**src/rtl/scaled_mul_if.sv**
```systemverilog
// scaled_mul_if -- handshake bundle for the scaled-format multiplier.
//
// Signals:
//   in_valid / in_ready   : operand handshake (a, b accepted when both high)
//   a, b                  : operands, [15:13] unsigned scale, [12:0] signed mantissa
//   out_valid / out_ready : result handshake (result held until out_ready)
//   out                   : product in the same scaled format
//   invalid               : product mantissa did not fit in 13 signed bits
//
// Modports: master drives operands and out_ready; slave is the multiplier.
interface scaled_mul_if;
  logic        in_valid;
  logic        in_ready;
  logic [15:0] a;
  logic [15:0] b;
  logic        out_valid;
  logic        out_ready;
  logic [15:0] out;
  logic        invalid;

  modport master (
    output in_valid, a, b, out_ready,
    input  in_ready, out_valid, out, invalid
  );

  modport slave (
    input  in_valid, a, b, out_ready,
    output in_ready, out_valid, out, invalid
  );
endinterface

```
**src/rtl/scaled_mul_seq.sv**
```systemverilog
// scaled_mul_seq -- sequential multiplier for the scaled fixed-point format
// (value = mantissa / 2^scale). Sign-magnitude radix-2 shift-add over 13
// cycles, then one cycle that reapplies the sign, rescales the product to the
// larger operand scale and flags mantissa overflow.
//
// Ports:
//   clk   : clock, rising edge
//   rst_n : asynchronous active-low reset
//   bus   : scaled_mul_if.slave (operand and result handshakes)
//
// Timing: operands accepted at edge k give out_valid after edge k+14; the
// result is held until out_ready. Operands are only taken in IDLE.
module scaled_mul_seq (
  input  logic         clk,
  input  logic         rst_n,
  scaled_mul_if.slave  bus
);

  typedef enum logic [1:0] {IDLE, MUL, SHIFT, DONE} state_t;

  state_t      state_q, state_d;
  logic [3:0]  cnt_q, cnt_d;
  logic [25:0] acc_q, acc_d;
  logic [12:0] mag_a_q, mag_a_d;
  logic [12:0] mag_b_q, mag_b_d;
  logic [2:0]  scale_a_q, scale_a_d;
  logic [2:0]  scale_b_q, scale_b_d;
  logic        neg_q, neg_d;
  logic [15:0] out_q, out_d;
  logic        invalid_q, invalid_d;

  // Datapath helpers, only consumed in MUL / SHIFT.
  logic [25:0]        addend;
  logic signed [25:0] prod;
  logic signed [25:0] res;
  logic [2:0]         scale_min;
  logic [2:0]         scale_max;
  logic [12:0]        abs_a;
  logic [12:0]        abs_b;

  // Two's-complement magnitude; -4096 maps to 13'h1000, which is exactly 4096
  // when read as unsigned, so no extra bit is needed.
  always_comb begin
    abs_a = bus.a[12] ? (~bus.a[12:0] + 13'd1) : bus.a[12:0];
    abs_b = bus.b[12] ? (~bus.b[12:0] + 13'd1) : bus.b[12:0];
  end

  always_comb begin
    addend = '0;
    if (mag_b_q[cnt_q]) addend = {13'd0, mag_a_q} << cnt_q;

    scale_min = (scale_a_q < scale_b_q) ? scale_a_q : scale_b_q;
    scale_max = (scale_a_q < scale_b_q) ? scale_b_q : scale_a_q;

    prod = neg_q ? -acc_q : acc_q;
    // Arithmetic shift on a signed operand floors, i.e. truncates toward -inf.
    res  = prod >>> scale_min;
  end

  // NOTE: every variable gets its default first so no path leaves one
  // unassigned; that is what keeps this block free of inferred latches.
  always_comb begin
    state_d   = state_q;
    cnt_d     = cnt_q;
    acc_d     = acc_q;
    mag_a_d   = mag_a_q;
    mag_b_d   = mag_b_q;
    scale_a_d = scale_a_q;
    scale_b_d = scale_b_q;
    neg_d     = neg_q;
    out_d     = out_q;
    invalid_d = invalid_q;

    case (state_q)
      IDLE: begin
        if (bus.in_valid) begin
          mag_a_d   = abs_a;
          mag_b_d   = abs_b;
          scale_a_d = bus.a[15:13];
          scale_b_d = bus.b[15:13];
          neg_d     = bus.a[12] ^ bus.b[12];
          cnt_d     = '0;
          acc_d     = '0;
          state_d   = MUL;
        end
      end
      MUL: begin
        acc_d = acc_q + addend;
        cnt_d = cnt_q + 4'd1;
        if (cnt_q == 4'd12) state_d = SHIFT;
      end
      SHIFT: begin
        out_d     = {scale_max, res[12:0]};
        invalid_d = ~((res[25:12] == '0) || (res[25:12] == '1));
        state_d   = DONE;
      end
      DONE: begin
        if (bus.out_ready) state_d = IDLE;
      end
      default: state_d = IDLE;
    endcase
  end

  // NOTE: sequential state uses non-blocking assignments so every flop samples
  // the pre-edge values regardless of statement order. Operand registers are
  // reset too, keeping the datapath X-free after reset at negligible cost.
  always_ff @(posedge clk or negedge rst_n) begin
    if (!rst_n) begin
      state_q   <= IDLE;
      cnt_q     <= '0;
      acc_q     <= '0;
      mag_a_q   <= '0;
      mag_b_q   <= '0;
      scale_a_q <= '0;
      scale_b_q <= '0;
      neg_q     <= 1'b0;
      out_q     <= '0;
      invalid_q <= 1'b0;
    end else begin
      state_q   <= state_d;
      cnt_q     <= cnt_d;
      acc_q     <= acc_d;
      mag_a_q   <= mag_a_d;
      mag_b_q   <= mag_b_d;
      scale_a_q <= scale_a_d;
      scale_b_q <= scale_b_d;
      neg_q     <= neg_d;
      out_q     <= out_d;
      invalid_q <= invalid_d;
    end
  end

  assign bus.in_ready  = (state_q == IDLE);
  assign bus.out_valid = (state_q == DONE);
  assign bus.out       = out_q;
  assign bus.invalid   = invalid_q;

endmodule

```
**src/flat_wrapper.sv**
```systemverilog
// flat-port wrapper written by rule: the top's interface ports become plain ports
module scaled_mul_seq_flat 
  (clk, rst_n, bus_in_valid, bus_a, bus_b, bus_out_ready, bus_in_ready, bus_out_valid, bus_out, bus_invalid);
  scaled_mul_if bus_i ();
  input  logic clk;
  input  logic rst_n;
  input wire logic [$bits(bus_i.in_valid)-1:0] bus_in_valid;
  input wire logic [$bits(bus_i.a)-1:0] bus_a;
  input wire logic [$bits(bus_i.b)-1:0] bus_b;
  input wire logic [$bits(bus_i.out_ready)-1:0] bus_out_ready;
  output wire logic [$bits(bus_i.in_ready)-1:0] bus_in_ready;
  output wire logic [$bits(bus_i.out_valid)-1:0] bus_out_valid;
  output wire logic [$bits(bus_i.out)-1:0] bus_out;
  output wire logic [$bits(bus_i.invalid)-1:0] bus_invalid;
  assign bus_i.in_valid = bus_in_valid;
  assign bus_i.a = bus_a;
  assign bus_i.b = bus_b;
  assign bus_i.out_ready = bus_out_ready;
  assign bus_in_ready = bus_i.in_ready;
  assign bus_out_valid = bus_i.out_valid;
  assign bus_out = bus_i.out;
  assign bus_invalid = bus_i.invalid;
  scaled_mul_seq u_core (.clk(clk), .rst_n(rst_n), .bus(bus_i));
endmodule
```
**config.mk**
```make
export PLATFORM = sky130hd
export DESIGN_NAME = scaled_mul_seq_flat
export DESIGN_NICKNAME = d
export VERILOG_FILES = /design/src/rtl/scaled_mul_if.sv /design/src/rtl/scaled_mul_seq.sv /design/src/flat_wrapper.sv
export SDC_FILE = /design/constraint.sdc
export NUM_CORES = 1
export LEC_CHECK = 0
export ABC_AREA = 0
export CORE_ASPECT_RATIO = 0.75
export CORE_MARGIN = 2
export CORE_UTILIZATION = 50
export CTS_BUF_LIST = sky130_fd_sc_hd__clkbuf_16
export CTS_CLUSTER_SIZE = 14
export DETAILED_ROUTE_END_ITERATION = 8
export GPL_ROUTABILITY_DRIVEN = 0
export PLACE_DENSITY = 0.78
export SLEW_MARGIN = 20
export SYNTH_ARGS = -nofsm -noshare
export SYNTH_HDL_FRONTEND = slang
export SYNTH_SLANG_ARGS = --single-unit
```
**constraint.sdc**
```tcl
create_clock -name clk -period 4.5 [get_ports clk]
set_input_delay 0.45 -clock clk [delete_from_list [all_inputs] [get_ports clk]]
set_output_delay 0.45 -clock clk [all_outputs]
set_load 0.01 [all_outputs]
```
# Word level (Yosys, flattened, before mapping)

Cells that the tools add are included.

Flip-flop bits (word level): 82
Bits of input ports: 36
Output and inout port bits: 19
Logic and storage cells: 54

Add/sub/neg operators: 5
Magnitude comparators: 2
Equality and inequality tests: 8
Shifts and indexed selects: 2
Mux-type cells: 16
Bitwise gates (word level): 4
Reduce and logical (&&, ||, !) cells: 7

Operators by type and width:

| cell                  | number |
|---|---|
| $mux 26               | 3 |
| $pmux 26 s2           | 1 |
| $add 13x1->13 const B | 2 |
| $add 26x26->26        | 1 |
| $mux 13               | 2 |
| $neg 26->26           | 1 |
| $not 13->13           | 2 |
| $shl 13x4->26         | 1 |
| $sshr 26x3->26        | 1 |
| $eq 14x14->1 const B  | 1 |
| $logic_not 14->1      | 1 |
| $pmux 2 s4            | 1 |
| $pmux 4 s2            | 1 |
| $mux 2                | 3 |
| $mux 3                | 2 |
| $lt 4x5->1 const B    | 1 |
| $add 4x1->4 const B   | 1 |
| $bmux 1 s4            | 1 |
| $eq 2x2->1 const B    | 2 |
| $eq 4x4->1 const B    | 1 |
| $mux 4                | 1 |
| $ne 2x2->1 const B    | 2 |
| $reduce_and 2->1      | 2 |
| $lt 3x3->1            | 1 |
| 9 further kinds       | 9 |

# Logic depth before layout (Yosys ltp)

Gate-level depths: netlist (run 1).

Depth in word-level cells: 6
Depth in mapped cells: 20
Depth with buffers taken out: 17

# Least setup slack after synthesis (run 1)

No wires, ideal clock.

Path kind: reg-to-reg
Start: register u_core.cnt_q[0]
End: register u_core.acc_q[25]
Setup time: 83 ps
Arrival time: 4065 ps
Data required time: 4417 ps
Path slack: 353 ps
Cell stages (with the launch flop): 19
Buffers on the path: 2
Period minus slack after synthesis: 4147 ps
Cell sequence: dfrtp_1 > clkbuf_1 > mux4_2 > nand2_1 > nand2_1 > nand2_1 > and2_1 > clkbuf_1 > a211oi_1 > ha_1 > a211oi_1 > o211ai_1 > a2111oi_0 > a311oi_1 > o311ai_0 > a21oi_1 > nor2_1 > o21ai_0 > o21ai_0

Cells in the longest elaborated chain, start to end: 5
Elaborated cells between the ends (all ways): 6
Those cells by class: add/sub: 1; shift: 1; mux: 4

RTL lines:

| item                         | RTL line              | source |
|---|---|---|
| start, declared              | scaled_mul_seq.sv:22  | `logic [3:0] cnt_q, cnt_d;` |
| start signal, assigned       | scaled_mul_seq.sv:121 | `cnt_q <= cnt_d;` |
| $bmux 1 s4                   | scaled_mul_seq.sv:50  | `if (mag_b_q[cnt_q]) addend = {13'd0, mag_a_q} << cnt_q;` |
| $mux 1 (implied by the code) | scaled_mul_seq.sv:50  |  |
| $mux 26 (*)                  | scaled_mul_seq.sv:50  |  |
| $add 26x26->26 (*)           | scaled_mul_seq.sv:88  | `acc_d = acc_q + addend;` |
| $pmux 26 s2 (*)              | scaled_mul_seq.sv:74  | `case (state_q)` |
| end signal, assigned         | scaled_mul_seq.sv:111 | `acc_q <= '0;` |
| end signal, assigned         | scaled_mul_seq.sv:122 | `acc_q <= acc_d;` |
| end, declared                | scaled_mul_seq.sv:23  | `logic [25:0] acc_q, acc_d;` |

Every way passes the cells marked *; elsewhere a longest branch is shown, timed or not. The select of a mux whose other input is x is not followed.
A chain may end at the register's enable or synchronous reset.

# Worst setup path after layout (run 1)

Same ends and word-level chain as after synthesis.

==> metrics, run 1 <==
critical path class=flop to flop; worst r2r src=u_core.cnt_q[0]; CTS buffer count=9; PostCTS Resize Cnt=0; GRT overflow=0; hold bufs inserted after CTS=0; final wirelength=17.7 mm; reg2reg path depth=17; status=finished clean; 1st-iter DRT viols=588; drt first pass iters=5; Starting Density=51.0%; Vias/cell=5.83; critical path endpoint category=flop; deepest clock path buffer count=2; top post-synthesis cells by count=nand2_1 (123), o21ai_0 (96), dfrtp_1 (82), nor2_1 (63), mux2i_1 (47); Cells after Synth=894; P_int=3370 uW; count leader, synth=nand2_1; largest area contributor in the netlist=dfrtp_1; Design Area, Final=8370 um^2; worst flop-to-flop path endpoint=u_core.acc_q[25]; FP Rows=38; detailed-route via count=6,581; leakage=0.00369 uW; Worst Clk Skew=0.00721 ns; EDFF count, synth=0; worst vdd ir=0.326 mV; post-synthesis register bit count=82; Fin. Hold Viols=0; first-pass GRT wire length=30.2 mm; Clk pwr share=11.5%; Primary FF master, synth=dfrtp_1; die area=15,700 um^2; Max Slew Vio Count=0; Buffers on Ports=54; # setup viols final=0; Worst-Skew Late Latency=0.35 ns; Synthesis Warnings=0; CTS tree=yes; Post-CTS Setup Bufs=0; DR DRC count=0; worst reg-to-reg setup slack=0.43 ns; Area contributors post-synth=dfrtp_1 (28%), o21ai_0 (6.5%), ha_1 (6.5%), mux2i_1 (6.4%), nand2_1 (6.3%); Total GRT Usage=23.9%; syn nets=969; Core ar.=14,400 um^2; layout cells sized above 1=9.80%; Die W=144 um; startpoint types=flop; placed cell area=8050 um^2; register area share after synthesis=27.9%; antenna violations before repair=0; PwrDens=790 nW/um^2; Final Cycle Share=90.5%; max frequency=245 MHz; post-synth cell types=71; top cell type's share of synthesized area=27.9%; Routed Antenna Nets=0; required time worst endpoint=4.77 ns; Hold Path Class=input pin to async pin; Max-slew headroom=33.2%; post-route minimum period=4.07 ns; syn avg cell area=8.21 um^2; fill cell count=1,291; nets=999; crit path DAT=4.34 ns; area grow syn2layout=13.9%; clk sinks=82; routed length per instance=15.7 um; chip height=109 um; Sequential Power Share=20.4%; vias in the first global route=6,109; Tot Pwr=6610 uW; depth of the CTS H-tree=3; Syn Std Cell Area=7340 um^2; Min Hold Slack=0.139 ns; Antenna Cells=0; worst slew pin tran=0.998 ns; CTS Root Cell=clkbuf_16; clk slew on worst S/H paths=0.07 ns; Logic pwr share=68.1%; DP HPWL=13.4 mm; largest net degree at the start of global routing=83; Synth async-reset ratio=100%; IO Count=55; MaxCap Viol Count=0; P_sw=3240 uW; switch share=49.0%; CP max FO=24
## final cells by class
class	count	area [um^2]	area share, %
inverters	34	128	1.53
clock buffers	9	225	2.69
clock inverters	7	76.3	0.912
flip-flops and latches	82	2050	24.5
multi-input cells	724	4950	59.2
well taps	200	250	2.99
repair buffers	73	684	8.18
## stage by stage
stage / setup WS (ns) / cells / util (%) / setup TNS (ns)
2_1_floorplan: 0.353 / 894 / - / 0
3_3_place_gp: 0.471 / 1113 / 55.9 / 0
3_5_place_dp: 0.286 / 1113 / 55.9 / 0
4_1_cts: 0.265 / 1129 / 58.0 / 0
5_1_grt: -0.0313 / 1129 / 58.1 / -0.0313
6_report: 0.426 / 1129 / 58.1 / 0
## metal layers
layer	wire length, um	global-route usage [%]	up-vias
met5	0	0	-
met4	262	5.95	0
met3	1120	4.13	21
met2	7460	36.4	208
met1	8840	35.3	3054
li1	-	-	3298
## power by group through the flow
stage | Sequential, uW | Combinational [uW] | Clock (uW)
after global routing | 1390 | 5020 | 807
after floorplan | 1240 | 3520 | 0
after global placement | 1340 | 4360 | 0
final | 1350 | 4510 | 760
after detailed placement | 1350 | 4440 | 0
after CTS | 1340 | 4470 | 779
## state kept, by name (all words and copies together) (netlist names)
signal              cells
u_core.acc_q           26
u_core.bus.invalid      1
u_core.bus.out         16
u_core.cnt_q            4
u_core.mag_a_q         13
u_core.mag_b_q         13
u_core.neg_q            1
u_core.scale_a_q        3
u_core.scale_b_q        3
u_core.state_q          2
## logic make-up (layout without fill, tap and decap cells)
| kind of cell | after synthesis | in the layout | synth area share, % |
|---|---|---|---|
| and+or+nand+nor | 304 | 304 | 19.6 |
| AOI/OAI and AO/OA | 245 | 245 | 21.7 |
| buffers and inverters | 88 | 123 | 4.94 |
| DFF | 82 | 82 | 27.9 |
| muxes | 77 | 77 | 11.9 |
| xor gates and xnor gates | 59 | 59 | 7.14 |
| adders and majority gates | 39 | 39 | 6.75 |
## placed cells by master, fill, tap and decap left out, drive strengths merged, types with 4 or more instances in the layout
cell type	n
nand2	123
o21ai	96
dfrtp	82
nor2	63
clkdlybuf4s50	53
mux2i	47
a21oi	45
xor2	39
ha	38
inv	36
mux2	24
xnor2	20
buf	20
nand3	16
nor3	16
o31ai	15
o211ai	12
a211oi	11
or3	11
a21o	11
o41ai	10
clkbuf	9
or2	9
nand4	8
and2	8
or4	8
nor4	8
nor2b	7
and3	7
a31oi	7
nor3b	7
mux4	6
nand2b	6
o31a	5
o21bai	4
a22o	4
a21boi	4
clkinv	4
## how the worst max path moves through the flow
| stage | slack, ns | cells after the start | endpoint | start |
|---|---|---|---|---|
| 6_report | 0.43 | 17 | u_core.acc_q[25] | u_core.cnt_q[0] |
| 5_1_grt | -0.03 | 17 | u_core.acc_q[25] | u_core.cnt_q[0] |
| 4_1_cts | 0.27 | 17 | u_core.acc_q[25] | u_core.cnt_q[0] |
| 3_5_place_dp | 0.29 | 17 | u_core.acc_q[25] | u_core.cnt_q[0] |
| 3_3_place_gp | 0.47 | 17 | u_core.acc_q[25] | u_core.cnt_q[0] |
| 2_1_floorplan | 0.35 | 18 | u_core.acc_q[25] | u_core.cnt_q[0] |
## critical path, cell delays in order (launching register included)
cell	delay [ns]
dfrtp_1	0.44
buf_4	0.24
nor2_1	0.20
nand3_1	0.10
nand2_1	0.07
nand2_1	0.12
and2_1	0.27
a211oi_1	0.30
ha_1	0.36
a211oi_1	0.26
o211ai_1	0.17
a2111oi_2	0.43
a311oi_1	0.17
o311ai_0	0.44
a21oi_1	0.15
nor2_1	0.10
o21ai_0	0.08
o21ai_0	0.08
Power figures use the tool's default switching activity.
==> run 2: changes to the inputs <==
- PLACE_DENSITY: 0.78 -> 0.74
- REMOVE_ABC_BUFFERS: not set -> 1
==> metrics, run 2 (synthesis gave the netlist of run 1 again) <==
Hold Path Class=input pin to async pin; first-pass GRT wire length=28.6 mm (-5.1%); CTS buffer count=9 (unchanged); chip height=109 um (unchanged); antenna violations before repair=0 (unchanged); RSZ-0062 raised after global routing=no; startpoint types=flop; DP HPWL=12.9 mm (-3.7%); GRT overflow=0 (unchanged); met3 routed wirelength=850 um (-24%); CTS tree=yes; leakage=0.00367 uW (-0.61%); top cell family by delay on the critical path=compound AO/OA/AOI/OAI gates; Total GRT Usage=22.7% (-1.2 points); # setup viols final=0 (unchanged); placed cell count=1,110 (-0.27%); Buffers on Ports=54 (unchanged); CP max-delay cell=dfrtp_2; fill cell count=1,355 (+5.0%); Core ar.=14,400 um^2 (unchanged); Final Cycle Share=91.7% (+1.1 points); worst r2r src=u_core.cnt_q[1]; 1st-iter DRT viols=424 (-28%); Worst Clk Skew=0.00952 ns (+0.00230 ns); CP max FO=19 (-21%); reg2reg path depth=16 (-1); most frequent cells in the layout=nand2_1 (122), o21ai_0 (95), dfrtp_1 (81); largest net degree at the start of global routing=83 (unchanged); depth of the CTS H-tree=3 (unchanged); WL met2=7.44 mm (-0.24%); nets=996 (-0.30%); worst slew pin tran=0.871 ns (-0.127 ns); Largest Register=u_core.acc_q; commonest non-fill, non-tap cell in the layout=nand2_1; CTS Root Cell=clkbuf_16; final wirelength=16.8 mm (-5.2%); IO Count=55 (unchanged); switch share=49.2% (+0.18 points); required time worst endpoint=4.74 ns (-0.03 ns); critical path endpoint category=flop; clk sinks=82 (unchanged); FP Rows=38 (unchanged); crit path DAT=4.37 ns (+0.03 ns); slowest stage delay, CP=0.58 ns (+0.14 ns); Max Slew Vio Count=0 (unchanged); area grow syn2layout=13.2%; detailed-route via count=6,519 (-0.94%); Starting Density=51.0% (unchanged); Routed Antenna Nets=0 (unchanged); DR DRC count=0 (unchanged); worst vdd ir=0.322 mV (-1.2%); hold bufs inserted after CTS=0 (unchanged); Vias/cell=5.79 (-0.68%); Max-slew headroom=40.8% (+7.6 points); max reg flops=26 (unchanged); vias in the first global route=6,006 (-1.7%); routed length per instance=14.9 um (-5.0%); max frequency=242 MHz (-1.2%); worst flop-to-flop path endpoint=u_core.acc_q[22]; P_int=3280 uW (-2.8%); status=finished clean; WP buf/inv=0 (-1); Top Metal Used=met4; Die W=144 um (unchanged); Worst-Skew Late Latency=0.35 ns (about the same); deepest clock path buffer count=2 (unchanged); P_sw=3170 uW (-2.1%); clk slew on worst S/H paths=0.06 ns (about the same); Metal-1 WL=8.18 mm (-7.5%); drt first pass iters=4 (-1); Fin. Hold Viols=0 (unchanged); Non-Filler Instances=1,126 (-0.27%); Clk pwr share=10.5% (-1.0 points); setup_tns=0 ns (unchanged); critical path class=flop to flop; die area=15,700 um^2 (unchanged); Min Hold Slack=0.126 ns (-0.0131 ns); post-route minimum period=4.12 ns (+0.0513 ns); Logic pwr share=68.5% (+0.4 points); CP Cell Sequence=mux2i_1 -> nor2_1 -> a31oi_1 -> nor2_1 -> a21oi_1 -> nor2_1 -> ha_1 -> a21o_1 -> a21o_1 -> a21o_1 -> a31oi_1 -> o211a_1 -> nor3_1 -> o31a_1 -> or3_1 -> a32o_1; MaxCap Viol Count=0 (unchanged); worst reg-to-reg setup slack=0.38 ns (-0.05 ns); PwrDens=776 nW/um^2 (-1.8%); layout cells sized above 1=9.50% (-0.29 points); Antenna Cells=0 (unchanged); Sequential Power Share=21.0% (+0.6 points)
run 2: layout make-up:
class,instances,area (um^2),area share (%)
multi-input combinational,724,4950,59.5
timing repair buffer,70,662,7.97
clock buffer,9,225,2.71
clock inverter,7,45.0,0.542
sequential,82,2050,24.7
inverter,34,128,1.54
tap,200,250,3.01
run 2: what timing repair did:
action                                  CTS  global route
setup buffers                             0             0
resized for setup                         0             5
endpoints found under the setup margin    0             3
run 2: power by group through the flow:
| stage | sequential (uW) | combinational [uW] | clock (uW) |
|---|---|---|---|
| final | 1360 | 4420 | 675 |
| after global routing | 1400 | 4920 | 715 |
| after CTS | 1350 | 4390 | 689 |
| after detailed placement | 1370 | 4360 | 0 |
| after global placement | 1350 | 4280 | 0 |
| after floorplan | 1340 | 3250 | 0 |
run 2: worst max path at each step:
stage                     slack, ns                to            start  cells after the start
after floorplan                0.24  u_core.acc_q[23]  u_core.cnt_q[0]                     15
after global placement         0.30  u_core.acc_q[22]  u_core.cnt_q[1]                     16
after detailed placement       0.07  u_core.acc_q[25]  u_core.cnt_q[1]                     16
after CTS                      0.05  u_core.acc_q[25]  u_core.cnt_q[1]                     16
after global routing            0.1  u_core.acc_q[25]  u_core.cnt_q[0]                     16
final                          0.38  u_core.acc_q[22]  u_core.cnt_q[1]                     16
run 2: per-stage QoR:
| stage | area (um^2) | total power (uW) | setup WS, ns | util [%] |
|---|---|---|---|---|
| after floorplan | 7110 | 4590 | 0.242 | - |
| after detailed placement | 8030 | 5730 | 0.0668 | 55.7 |
| after global placement | 8030 | 5640 | 0.298 | 55.7 |
| after global routing | 8310 | 7040 | 0.0974 | 57.7 |
| after CTS | 8300 | 6430 | 0.0473 | 57.6 |
| final | 8310 | 6450 | 0.375 | 57.7 |
run 2: per-layer routing:
layer | global-route usage, % | vias up
li1 | - | 3287
met4 | 6.72 | 0
met5 | 0 | -
met1 | 31.5 | 3042
met3 | 3.69 | 24
met2 | 36.5 | 166
run 2: worst register-to-register path: stages, from the launching register on:
cell and delay [ns]:
dfrtp_2 0.58, mux2i_1 0.27, nor2_1 0.07, a31oi_1 0.33
nor2_1 0.07, a21oi_1 0.22, nor2_1 0.09, ha_1 0.34
a21o_1 0.17, a21o_1 0.22, a21o_1 0.16, a31oi_1 0.24
o211a_1 0.28, nor3_1 0.10, o31a_1 0.31, or3_1 0.30
a32o_1 0.26
==> run 3: changes to the inputs <==
- CORE_MARGIN: 2 -> not set
- CTS_CLUSTER_DIAMETER: not set -> 150
- SLEW_MARGIN: 20 -> 5
==> metrics, run 3 (synthesis gave the netlist of run 1 again) <==
status=finished clean; Starting Density=52.4% (+1.4 points); MaxCap Viol Count=0 (unchanged); setup_tns=0 ns (unchanged); Fin. Hold Viols=0 (unchanged); layout cells sized above 1=9.57% (+0.067 points); commonest non-fill, non-tap cell in the layout=nand2_1; Final Cycle Share=92.9% (+1.3 points); deepest clock path buffer count=2 (unchanged); Die W=142 um (-1.4%); PostCTS Resize Cnt=0 (unchanged); drt first pass iters=5 (+1); leakage=0.00368 uW (+0.27%); IO Count=55 (unchanged); worst r2r src=u_core.cnt_q[0]; post-route minimum period=4.18 ns (+0.0572 ns); Worst Clk Skew=0.00526 ns (-0.00426 ns); GRT overflow=0 (unchanged); hold bufs inserted after CTS=0 (unchanged); Antenna Cells=0 (unchanged); area grow syn2layout=13.5%; CTS Root Cell=clkbuf_16; PwrDens=774 nW/um^2 (-0.30%); Min Hold Slack=0.279 ns (+0.152 ns); CP max FO=22 (+3); Max-slew headroom=32.3% (-8.5 points); clk sinks=82 (unchanged); DP HPWL=12.6 mm (-2.6%); critical path class=flop to flop; nets=1,001 (+0.50%); max frequency=239 MHz (-1.4%); max reg flops=26 (unchanged); Vias/cell=5.75 (-0.76%); detailed-route via count=6,464 (-0.84%); Largest Register=u_core.acc_q; crit path from=u_core.cnt_q[0]; chip height=107 um (-1.8%); Worst-Skew Late Latency=0.35 ns (about the same); antenna violations before repair=0 (unchanged); worst vdd ir=0.322 mV (-0.11%); CTS buffer count=9 (unchanged); largest net degree at the start of global routing=83 (unchanged); CTS tree=yes; worst slew pin tran=1.01 ns (+0.144 ns); routed length per instance=14.5 um (-2.4%); startpoint types=flop; clk slew on worst S/H paths=0.06 ns (about the same); Max Slew Vio Count=0 (unchanged); DR DRC count=0 (unchanged); crit path DAT=4.45 ns (+0.08 ns); vias in the first global route=5,915 (-1.5%); Hold Path Class=input pin to async pin; first-pass GRT wire length=28.3 mm (-1.2%); fill cell count=1,288 (-4.9%); final wirelength=16.3 mm (-2.5%); Buffers on Ports=54 (unchanged); 1st-iter DRT viols=445 (+5.0%); Routed Antenna Nets=0 (unchanged); required time worst endpoint=4.77 ns (+0.03 ns); depth of the CTS H-tree=3 (unchanged); # setup viols final=0 (unchanged); FP Rows=37 (-2.6%); critical path endpoint category=flop; RSZ-0062 raised after global routing=no; die area=15,200 um^2 (-3.2%); most frequent cells in the layout=nand2_1 (122), o21ai_0 (95), dfrtp_1 (82); Total GRT Usage=23.3% (+0.59 points); Core ar.=14,000 um^2 (-2.6%); Post-CTS Setup Bufs=0 (unchanged)
run 3: changes by cell type in the layout (fill, tap and decap cells not counted), sizes merged:
cell / change
clkinv: +2
inv: -3
buf: +5
run 3: layout make-up:
class / count / area (um^2) / area share [%]
multi-input combinational: 724 / 4940 / 59.3
sequential: 82 / 2050 / 24.6
timing repair buffer: 75 / 708 / 8.50
tap: 195 / 244 / 2.93
clock buffer: 9 / 225 / 2.70
inverter: 34 / 128 / 1.53
clock inverter: 6 / 36.3 / 0.435
run 3: final timing paths:
path                                      endpoint  slack [ns]  cells past startpoint
worst max-delay path              u_core.acc_q[25]        0.32                     16
worst min-delay path            u_core.bus.out[13]        0.28                      1
worst max register to register    u_core.acc_q[25]        0.32                     16
worst min register to register   u_core.mag_b_q[3]        0.49                      2
max in group asynchronous       u_core.mag_a_q[10]        3.57                      1
min in group clk                 u_core.mag_b_q[3]        0.49                      2
run 3: per-stage QoR:
stage               instances  util (%)  setup slack (ns)  area, um^2  power [uW]
global route             1125      59.4           0.00447        8330        7080
finish                   1125      59.4             0.318        8330        6450
CTS                      1125      59.4             0.258        8330        6450
detailed placement       1110      57.5             0.314        8070        5770
global placement         1110      57.5             0.498        8070        5710
floorplan                 840         -             0.242        7110        4590
run 3: power breakdown:
group	total [uW]	switching, uW	internal, uW
sequential	1340	313	1030
combinational	4450	2530	1920
clock	656	290	366
run 3: metal layers:
layer	GRT usage, %	part of all wire, %
met4	8.68	2.3
met1	33.3	50
met3	4.06	5.6
met2	35.0	42
met5	0	0
run 3: worst max-delay path, stage by stage (launching register included):
cell and delay, ns:
dfrtp_1 0.51, buf_4 0.30, inv_2 0.12, o31a_1 0.34, mux2_2 0.29, a21oi_1 0.16, nor2_1 0.06, ha_1 0.29
a21oi_1 0.21, o211ai_1 0.15, a2111oi_1 0.53, a311oi_1 0.20, o311ai_0 0.51, a21oi_1 0.17, nor2_1 0.11, o21ai_0 0.08
o21ai_0 0.07
